$ cat src/rtl/instr_fetch_ctrl_if.sv
// Fetch-side bus: ROM address/data, redirect/halt control and the decode handshake.
// The fetch controller takes the master view; the ROM and decode side take the slave view.
interface instr_fetch_ctrl_if;
    logic [31:0] rom_addr;
    logic [31:0] rom_data;
    logic        redirect_valid;
    logic [31:0] redirect_pc;
    logic        halt;
    logic        instr_valid;
    logic        instr_ready;
    logic [31:0] instr_data;
    logic [31:0] instr_pc;
    logic        fetch_fault;

    modport master (
        output rom_addr,
        input  rom_data,
        input  redirect_valid,
        input  redirect_pc,
        input  halt,
        output instr_valid,
        input  instr_ready,
        output instr_data,
        output instr_pc,
        output fetch_fault
    );

    modport slave (
        input  rom_addr,
        output rom_data,
        output redirect_valid,
        output redirect_pc,
        output halt,
        input  instr_valid,
        output instr_ready,
        input  instr_data,
        input  instr_pc,
        input  fetch_fault
    );
endinterface

$ cat src/rtl/instr_fetch_ctrl.sv
// Instruction fetch sequencer: owns the PC, reads a combinational ROM and buffers
// {word, pc} pairs in a 2-entry FIFO toward decode; handles redirect, halt and faults.
module instr_fetch_ctrl #(
    parameter logic [31:0] RESET_PC   = 32'h0000_0000,
    parameter int          ROM_DEPTH  = 62,
    parameter int          FIFO_DEPTH = 2
) (
    input  logic              clk,
    input  logic              reset_n,
    instr_fetch_ctrl_if.master bus
);
    localparam logic [1:0]  S_RUN     = 2'd0;
    localparam logic [1:0]  S_HALTED  = 2'd1;
    localparam logic [1:0]  S_FAULT   = 2'd2;
    localparam logic [29:0] ROM_WORDS = 30'(ROM_DEPTH);
    localparam logic [1:0]  FULL_CNT  = 2'(FIFO_DEPTH);

    logic [31:0] r_pc;
    logic [1:0]  r_state;
    logic [31:0] r_data [FIFO_DEPTH];
    logic [31:0] r_ipc  [FIFO_DEPTH];
    logic        r_head;
    logic [1:0]  r_count;

    logic w_active, w_run, w_redir, w_misalign, w_pop;
    logic w_push_try, w_oor, w_fault, w_push, w_tail;

    assign w_active   = (r_state != S_FAULT);
    assign w_run      = w_active && !bus.halt;
    assign w_redir    = w_active && bus.redirect_valid;
    assign w_misalign = w_redir && (bus.redirect_pc[1:0] != 2'b00);
    // A redirect discards the head, so it must not also count as a pop.
    assign w_pop      = bus.instr_valid && bus.instr_ready && !bus.redirect_valid;
    assign w_push_try = w_run && !bus.redirect_valid &&
                        ((r_count < FULL_CNT) || ((r_count == FULL_CNT) && w_pop));
    assign w_oor      = (r_pc[31:2] >= ROM_WORDS);
    assign w_fault    = w_misalign || (w_push_try && w_oor);
    assign w_push     = w_push_try && !w_oor;
    // head+count mod 2; with count==2 this lands on the slot being popped.
    assign w_tail     = r_head ^ r_count[0];

    always_ff @(posedge clk or negedge reset_n) begin
        if (!reset_n) begin
            r_pc     <= RESET_PC;
            r_state  <= S_RUN;
            r_head   <= 1'b0;
            r_count  <= 2'd0;
            r_data[0] <= '0;
            r_data[1] <= '0;
            r_ipc[0]  <= '0;
            r_ipc[1]  <= '0;
        end else if (w_fault) begin
            r_state <= S_FAULT;
            r_count <= 2'd0;
            if (w_misalign)
                r_pc <= bus.redirect_pc;
        end else if (w_redir) begin
            r_pc    <= bus.redirect_pc;
            r_count <= 2'd0;
            r_state <= bus.halt ? S_HALTED : S_RUN;
        end else if (w_active) begin
            r_state <= bus.halt ? S_HALTED : S_RUN;
            if (w_push) begin
                r_data[w_tail] <= bus.rom_data;
                r_ipc[w_tail]  <= r_pc;
                r_pc           <= r_pc + 32'd4;
            end
            if (w_pop)
                r_head <= ~r_head;
            r_count <= r_count + {1'b0, w_push} - {1'b0, w_pop};
        end
    end

    assign bus.rom_addr    = r_pc;
    assign bus.instr_valid = (r_count != 2'd0);
    assign bus.instr_data  = r_data[r_head];
    assign bus.instr_pc    = r_ipc[r_head];
    assign bus.fetch_fault = (r_state == S_FAULT);
endmodule

$ cat src/flat_wrapper.sv
// flat-port wrapper written by rule: the top's interface ports become plain ports
module instr_fetch_ctrl_flat 
#(
    parameter logic [31:0] RESET_PC   = 32'h0000_0000,
    parameter int          ROM_DEPTH  = 62,
    parameter int          FIFO_DEPTH = 2
)
  (clk, reset_n, bus_rom_addr, bus_rom_data, bus_redirect_valid, bus_redirect_pc, bus_halt, bus_instr_valid, bus_instr_ready, bus_instr_data, bus_instr_pc, bus_fetch_fault);
  instr_fetch_ctrl_if bus_i ();
  input  logic clk;
  input  logic reset_n;
  output wire logic [$bits(bus_i.rom_addr)-1:0] bus_rom_addr;
  input wire logic [$bits(bus_i.rom_data)-1:0] bus_rom_data;
  input wire logic [$bits(bus_i.redirect_valid)-1:0] bus_redirect_valid;
  input wire logic [$bits(bus_i.redirect_pc)-1:0] bus_redirect_pc;
  input wire logic [$bits(bus_i.halt)-1:0] bus_halt;
  output wire logic [$bits(bus_i.instr_valid)-1:0] bus_instr_valid;
  input wire logic [$bits(bus_i.instr_ready)-1:0] bus_instr_ready;
  output wire logic [$bits(bus_i.instr_data)-1:0] bus_instr_data;
  output wire logic [$bits(bus_i.instr_pc)-1:0] bus_instr_pc;
  output wire logic [$bits(bus_i.fetch_fault)-1:0] bus_fetch_fault;
  assign bus_rom_addr = bus_i.rom_addr;
  assign bus_i.rom_data = bus_rom_data;
  assign bus_i.redirect_valid = bus_redirect_valid;
  assign bus_i.redirect_pc = bus_redirect_pc;
  assign bus_i.halt = bus_halt;
  assign bus_instr_valid = bus_i.instr_valid;
  assign bus_i.instr_ready = bus_instr_ready;
  assign bus_instr_data = bus_i.instr_data;
  assign bus_instr_pc = bus_i.instr_pc;
  assign bus_fetch_fault = bus_i.fetch_fault;
  instr_fetch_ctrl #(.RESET_PC(RESET_PC), .ROM_DEPTH(ROM_DEPTH), .FIFO_DEPTH(FIFO_DEPTH)) u_core (.clk(clk), .reset_n(reset_n), .bus(bus_i));
endmodule
$ cat config.mk
export PLATFORM = sky130hd
export DESIGN_NAME = instr_fetch_ctrl_flat
export DESIGN_NICKNAME = d
export VERILOG_FILES = /design/src/rtl/instr_fetch_ctrl_if.sv /design/src/rtl/instr_fetch_ctrl.sv /design/src/flat_wrapper.sv
export SDC_FILE = /design/constraint.sdc
export NUM_CORES = 1
export LEC_CHECK = 0
export ABC_CLOCK_PERIOD_IN_PS = 4600
export BUFFER_PORTS_ARGS = -buffer_cell sky130_fd_sc_hd__buf_2
export CAP_MARGIN = 0
export CORE_ASPECT_RATIO = 2
export CORE_MARGIN = 5
export CORE_UTILIZATION = 58
export CTS_BUF_LIST = sky130_fd_sc_hd__clkbuf_4 sky130_fd_sc_hd__clkbuf_8 sky130_fd_sc_hd__clkbuf_16
export DETAILED_ROUTE_END_ITERATION = 12
export PLACE_DENSITY = 0.91
export SKIP_LAST_GASP = 1
export SYNTH_ARGS = -nofsm -noshare
export SYNTH_HDL_FRONTEND = slang
export SYNTH_SLANG_ARGS = --single-unit
$ cat constraint.sdc
create_clock -name clk -period 4.6 [get_ports clk]
set_clock_uncertainty 0.2 [all_clocks]
set_input_delay 1.15 -clock clk [delete_from_list [all_inputs] [get_ports clk]]
set_output_delay 1.15 -clock clk [all_outputs]
set_load 0.01 [all_outputs]
==> impl_results.md, run 1 <==
- List of cells traversed by the critical path: buf_12, mux2_2, buf_2
- H-tree lvl count: 4
- Longest Clk Path Bufs: 2
- Post-synthesis sequential element count: 165
- Prevailing post-synth register cell: sky130_fd_sc_hd__dfrtp_1
- Number of global-route vias before repair: between 5000 and 6000
- Power per Cell Area: 344 nW/um^2
- Number of setup buffers added after CTS: 0
- Startpoint of the worst-slack reg-to-reg timing path: u_core.bus.rom_addr[2]
- Relative slew slack: between 20 and 25%
- Ratio of cells with drive above 1 in the final layout: roughly 56%
- Worst min path class: flop to flop
- Number of failing setup endpoints in the final timing report: 0
- Number of fill cells: 798
- Antenna violations before repair: 0
- Achievable frequency: 288 MHz
- Number of gates given a new drive strength after cts: 0
- Post-synth top cells: sky130_fd_sc_hd__dfrtp_1 (165), sky130_fd_sc_hd__mux2_2 (127), sky130_fd_sc_hd__nor2b_1 (49)
- Number of standard cells after synthesis: 481
- Result of the run: finished, final reports clean
- Worst Hold Launch: u_core.r_data[35]
- Number of inserted diodes: 0
- Largest net degree at the start of global routing: 87
- DP Worst Slack: 930 ps
- DIE AREA: 14700 um^2
- DRC violation total after the first TritonRoute iteration: 113
- Setup slack of the critical path after layout: 1130 ps
- Effective utilization at floorplan: approximately three fifths
- Area added between synthesis and finish: 22.2%
- Count of cell types in the netlist: 37
- Total area of multi-input combinational cells: 2810 um^2
- TritonCTS Buffers: 17
- Async SR Flop Fraction: 100%
- Overall die width: between 80 and 90 um
- Global-route congestion overflow total: 0
- Largest family of logic cells by synthesized area: multiplexers
- Placer congestion estimate: a little under 0.9
- Share of the synthesized area in the top cell type: 57.9%
- Die height: 167 um
- Number of remaining DRC errors: 0
- Final-report max-slew violation count: 0
- Clock-pin transition on the worst setup and hold timing paths: ~60 ps
- Biggest fanout along the worst timing path: 36
- Crit-path max cell delay: 840 ps
- Share of the core filled with cells: between 70 and 80%
- Post-synth EDFFs: 0
- P_leak: 4.82 nW
- Minimum setup slack among reg-to-reg paths: ~1500 ps
- Clock tree from TritonCTS: built
- Reg2reg path depth: 8
- Global-route wire length before repair: 25500 um
- Worst path required time: approximately 3300 ps
- Final-stage net count: slightly above 700
- Number of nets with antenna violations after detailed routing: 0
- Mapped Area: 7130 um^2
- Worst setup path startpoint: u_core.r_head
- Post-synthesis adder-cell area fraction: less than 1%
- Number of placed cells counting well taps: ~780
- Sinks on Clock Net: 165
- Post-synthesis compound-gate area fraction: 1.51%
- Detailed-route wire length per cell: 19.5 um
- Multiplexer share of the synthesized area: 28.3%
- Largest cells by area after synthesis: sky130_fd_sc_hd__dfrtp_1 (58%), sky130_fd_sc_hd__mux2_2 (20%), sky130_fd_sc_hd__mux2_4 (6.3%), sky130_fd_sc_hd__nor2b_1 (4.3%), sky130_fd_sc_hd__mux2_1 (1.9%)
- Cell accounting for the most synthesized area: sky130_fd_sc_hd__dfrtp_1
- Synthesis Warnings: 0
- Half-perimeter wire length of the detailed placement result: 10900 um
- Setup repair after global routing missed its margin: no
- Clock period minus final worst setup slack: between 3000 and 4000 ps
- Capture instance of the worst register-to-register path: u_core.r_data[51]
- Post-Layout Cell Count: 809
- Placement Rows: 57
- Post-Syn Area per Cell: between 10 and 15 um^2
- Total count of hold-check failures in the final report: 0
- Sequential standard cell area: 4130 um^2
- Number of iterations in the first detailed-routing pass: 4
- Core region area: 12100 um^2
- Critical-path top delay cell: sky130_fd_sc_hd__dfrtp_2
- Total nets after synthesis: around 550
- Root buf cell: sky130_fd_sc_hd__clkbuf_16
- CP Launch Type: flop
- Clock latency on the worst-skew pair: 410 ps
- Total routed wirelength: 15700 um
- Final Hold Slack: 286 ps
- Hold depth: 1
- Maximum Capacitance Violations: 0
- Total track usage: around 22%
- Share of synthesized cell area in and, or, nand and nor gates: 8.09%
- Vias per Instance: about 5.5
- Crit Path Class: flop to output pin
- Summed negative setup slack over all endpoints: 0 ps
- Register area share after synthesis: 57.9%
- Vias after detailed routing: about 4500
- Number of hold-repair buffers added at the cts stage: 0
- Ports placed on the boundary: 167
- Share of the synthesized netlist area taken by xor and xnor gates: 0.860%
- Hold Path End: u_core.r_data[35]
- Least-Margin Pin Slew: 1130 ps
- Element type at the critical path end: output pin
- Crit path arrival time: 2120 ps
- Most common cell in the synthesized netlist: sky130_fd_sc_hd__dfrtp_1
- Share of the clock period used by the worst path: 75.5%
- IO Port Bufs: between 150 and 200
- Largest voltage drop on the vdd net: between 0.2 and 0.3 mV
==> per-layer routing <==
metal | track usage, % | vias to the layer above | wire length, um
li1 | - | 2014 | -
met1 | 25.4 | 2272 | 5770
met2 | 39.6 | 153 | 8730
met3 | 5.64 | 29 | 847
met4 | 7.76 | 0 | 397
met5 | 0 | - | 0
==> cell usage in the layout (no fill, tap or decap), drive strengths merged <==
master and count:
a21boi 1, a21oi 7, a31oi 1, a41oi 1, and2 1, and3 2
and3b 1, buf 174, bufinv 3, clkbuf 21, clkinv 5, clkinvlp 1
dfrtp 165, ha 4, inv 8, mux2 169, nand2 4, nand2b 1
nand3 6, nand3b 2, nand4 2, nor2 9, nor2b 49, nor3 2
nor4 10, o211ai 3, o21ai 2, o21bai 1, xnor2 6, xor2 1
==> power breakdown <==
part,total [mW],leakage [nW],internal [mW],switching (mW)
registers,1.45,2.29,1.45,0.000334
clock network,1.47,0.307,0.907,0.567
logic,0.0679,2.22,0.0249,0.0430
==> how the worst max path moves through the flow <==
stage                               to  slack, ps  cells past startpoint
floorplan            u_core.r_data[10]       1680                      5
global placement     u_core.r_data[60]       1100                      7
detailed placement   u_core.r_data[51]        930                      7
CTS                 bus_instr_data[21]       1070                      3
global route        bus_instr_data[21]       1040                      3
finish              bus_instr_data[21]       1130                      3
==> worst max-delay path: cells and delay by family (launching register included) <==
kind | cells | cell delay [ps]
flops | 1 | 840
buf+inv | 2 | 470
mux | 1 | 390
==> kinds of logic after synthesis <==
family                     count (synthesis)
muxes                                    169
DFF                                      165
and+or+nand+nor                           89
buffers and inverters                     31
AOI/OAI and AO/OA                         16
xor gates and xnor gates                   7
adders and majority gates                  4
==> final cells by class <==
class	instances	area share, %
timing repair buffer	174	10.7
sequential	165	47.4
clock inverter	11	1.70
tap	147	2.11
inverter	6	0.259
clock buffer	21	5.45
multi-input combinational	285	32.3
==> sequential cells by signal, indices dropped and copies added (netlist names) <==
register / count
u_core.r_data: 64
u_core.r_state: 2
u_core.r_ipc: 64
u_core.r_count: 2
u_core.r_head: 1
u_core.bus.rom_addr: 32
==> stage by stage <==
step | total power [mW] | area, um^2
after global placement | 1.54 | 8080
after detailed placement | 1.55 | 8080
after floorplan | 1.48 | 7130
final | 2.99 | 8710
after CTS | 3.01 | 8710
after global routing | 3.09 | 8710
(Power assumes the default switching activity.)
==> run 2, diff against run 1 <==
- ABC_CLOCK_PERIOD_IN_PS: 4600 -> 3400
- CORE_UTILIZATION: 58 -> 54
- PLACE_DENSITY: 0.91 -> 0.86
- clock period: 4.6 -> 3.4 ns (I/O delays scaled with it)
==> impl_results.md, run 2 (synthesized netlist as in run 1, its figures left out) <==
- Ratio of cells with drive above 1 in the final layout: 56.6%
- Total routed wirelength: 15500 um
- Overall die width: 91.2 um
- Half-perimeter wire length of the detailed placement result: 10800 um
- DRC violation total after the first TritonRoute iteration: 139
- P_leak: between 4 and 5 nW
- Placer congestion estimate: around 0.84
- H-tree lvl count: 4
- Worst setup path startpoint: u_core.r_head
- Routed length on met3: 688 um
- Power Total: 4.09 mW
- Buf+Inv Stages, Crit Path: 2
- Critical-path top delay cell: sky130_fd_sc_hd__buf_4
- Clock-pin transition on the worst setup and hold timing paths: 70 ps
- Power per Cell Area: 468 nW/um^2
- Number of gates given a new drive strength after cts: 0
- Vias after detailed routing: 4504
- Biggest fanout along the worst timing path: 46
- Most common library cell in the layout ignoring fill and taps: sky130_fd_sc_hd__buf_2
- Placement Rows: 59
- Crit path arrival time: ~1900 ps
- TritonCTS Buffers: 17
- Final-stage net count: 724
- IO Port Bufs: 166
- Global-route congestion overflow total: 0
- Setup slack of the critical path after layout: 469 ps
- Detailed-route wire length per cell: 18.9 um
- Achievable frequency: approximately 340 MHz
- Number of remaining DRC errors: 0
- Clock latency on the worst-skew pair: 410 ps
- Number of nets with antenna violations after detailed routing: 0
- Number of hold-repair buffers added at the cts stage: 0
- Sinks on Clock Net: 165
- Effective utilization at floorplan: 54.8%
- Post-Layout Inst Area: 8730 um^2
- Final-report max-slew violation count: 0
- Clock period minus final worst setup slack: around 3000 ps
- Total track usage: 20.4%
- Worst min path class: input port to async pin
- Share of the clock period used by the worst path: 86.2%
- Area added between synthesis and finish: 22.6%
- Summed negative setup slack over all endpoints: 0 ps
- Number of iterations in the first detailed-routing pass: 6
- Setup repair after global routing missed its margin: no
- Met2 Routed Length: 8570 um
- Largest net degree at the start of global routing: 66
- Number of failing setup endpoints in the final timing report: 0
- Top layer in use: met4
- Number of setup buffers added after CTS: 0
- Relative slew slack: 57.7%
- CP Launch Type: flop
- Least-Margin Pin Slew: 635 ps
- Number of global-route vias before repair: 5062
- Largest voltage drop on the vdd net: 0.412 mV
- DP Worst Slack: 418 ps
- Crit Path Class: flop to output pin
- Crit-path max cell delay: between 500 and 600 ps
- Antenna violations before repair: 1
- Maximum Capacitance Violations: 0
- Root buf cell: sky130_fd_sc_hd__clkbuf_16
- Ports placed on the boundary: 167
- Crit-path leading delay family: buffers and inverters
- Clock tree from TritonCTS: built
- Instance area after placement: ~8000 um^2
- Highest-count cells in the layout ignoring fill and taps: sky130_fd_sc_hd__buf_2 (165), sky130_fd_sc_hd__dfrtp_1 (164), sky130_fd_sc_hd__mux2_2 (127), sky130_fd_sc_hd__nor2b_1 (49), sky130_fd_sc_hd__mux2_4 (30)
- Global-route wire length before repair: 25600 um
- Result of the run: finished, final reports clean
- Core region area: between 10000 and 15000 um^2
- Worst path required time: approximately 2400 ps
- Element type at the critical path end: output pin
- Die height: 172 um
- List of cells traversed by the critical path: buf_4, mux2_2, buf_2
- Total count of hold-check failures in the final report: 0
- Startpoint of the worst-slack reg-to-reg timing path: u_core.bus.rom_addr[2]
- DIE AREA: roughly 16000 um^2
- Vias per Instance: 5.51
- Detailed-route wire length on metal 1: 5750 um
- Longest Clk Path Bufs: 2
==> run 2: stage by stage <==
step	utilization, %	cells	hold WS, ps
2_1_floorplan	-	481	252
3_3_place_gp	62.4	784	261
3_5_place_dp	62.4	784	275
4_1_cts	67.2	816	185
5_1_grt	67.2	817	207
6_report	67.2	817	183
==> run 2: per-layer routing <==
layer | up-vias | GRT usage (%)
met5 | - | 0
met2 | 143 | 36.5
met3 | 38 | 4.88
li1 | 2017 | -
met1 | 2306 | 23.2
met4 | 0 | 8.49
==> run 2: final cells by class <==
cell class	count	area (um^2)
fill	937	4260
clock inverter	15	201
multi-input combinational	285	2810
inverter	6	22.5
timing repair buffer	176	950
sequential	165	4130
tap	152	190
antenna	1	2.50
clock buffer	17	425
==> run 2: path summary, 6_finish.rpt <==
check,end,slack [ps],depth (start not counted)
min in group clk,u_core.r_ipc[5],290,1
max,bus_instr_data[31],470,3
min,u_core.bus.rom_addr[14],180,1
max in group asynchronous,u_core.r_data[3],2020,2
max reg2reg,u_core.r_data[48],610,8
min reg2reg,u_core.r_ipc[5],290,1
==> run 2: where the power goes <==
part           switching, mW  internal [mW]  leakage, nW
clock network          0.790           1.24        0.306
logic                 0.0589         0.0352         2.23
registers           0.000405           1.96         2.29
total                  0.849           3.24         4.83
==> run 2: worst register-to-register path: stages, from the launching register on <==
cell	delay [ps]
sky130_fd_sc_hd__dfrtp_1	520
sky130_fd_sc_hd__inv_1	90
sky130_fd_sc_hd__ha_1	210
sky130_fd_sc_hd__nor2_1	170
sky130_fd_sc_hd__o211ai_2	210
sky130_fd_sc_hd__nor3_4	310
sky130_fd_sc_hd__and2_2	250
sky130_fd_sc_hd__buf_12	260
sky130_fd_sc_hd__mux2_2	440
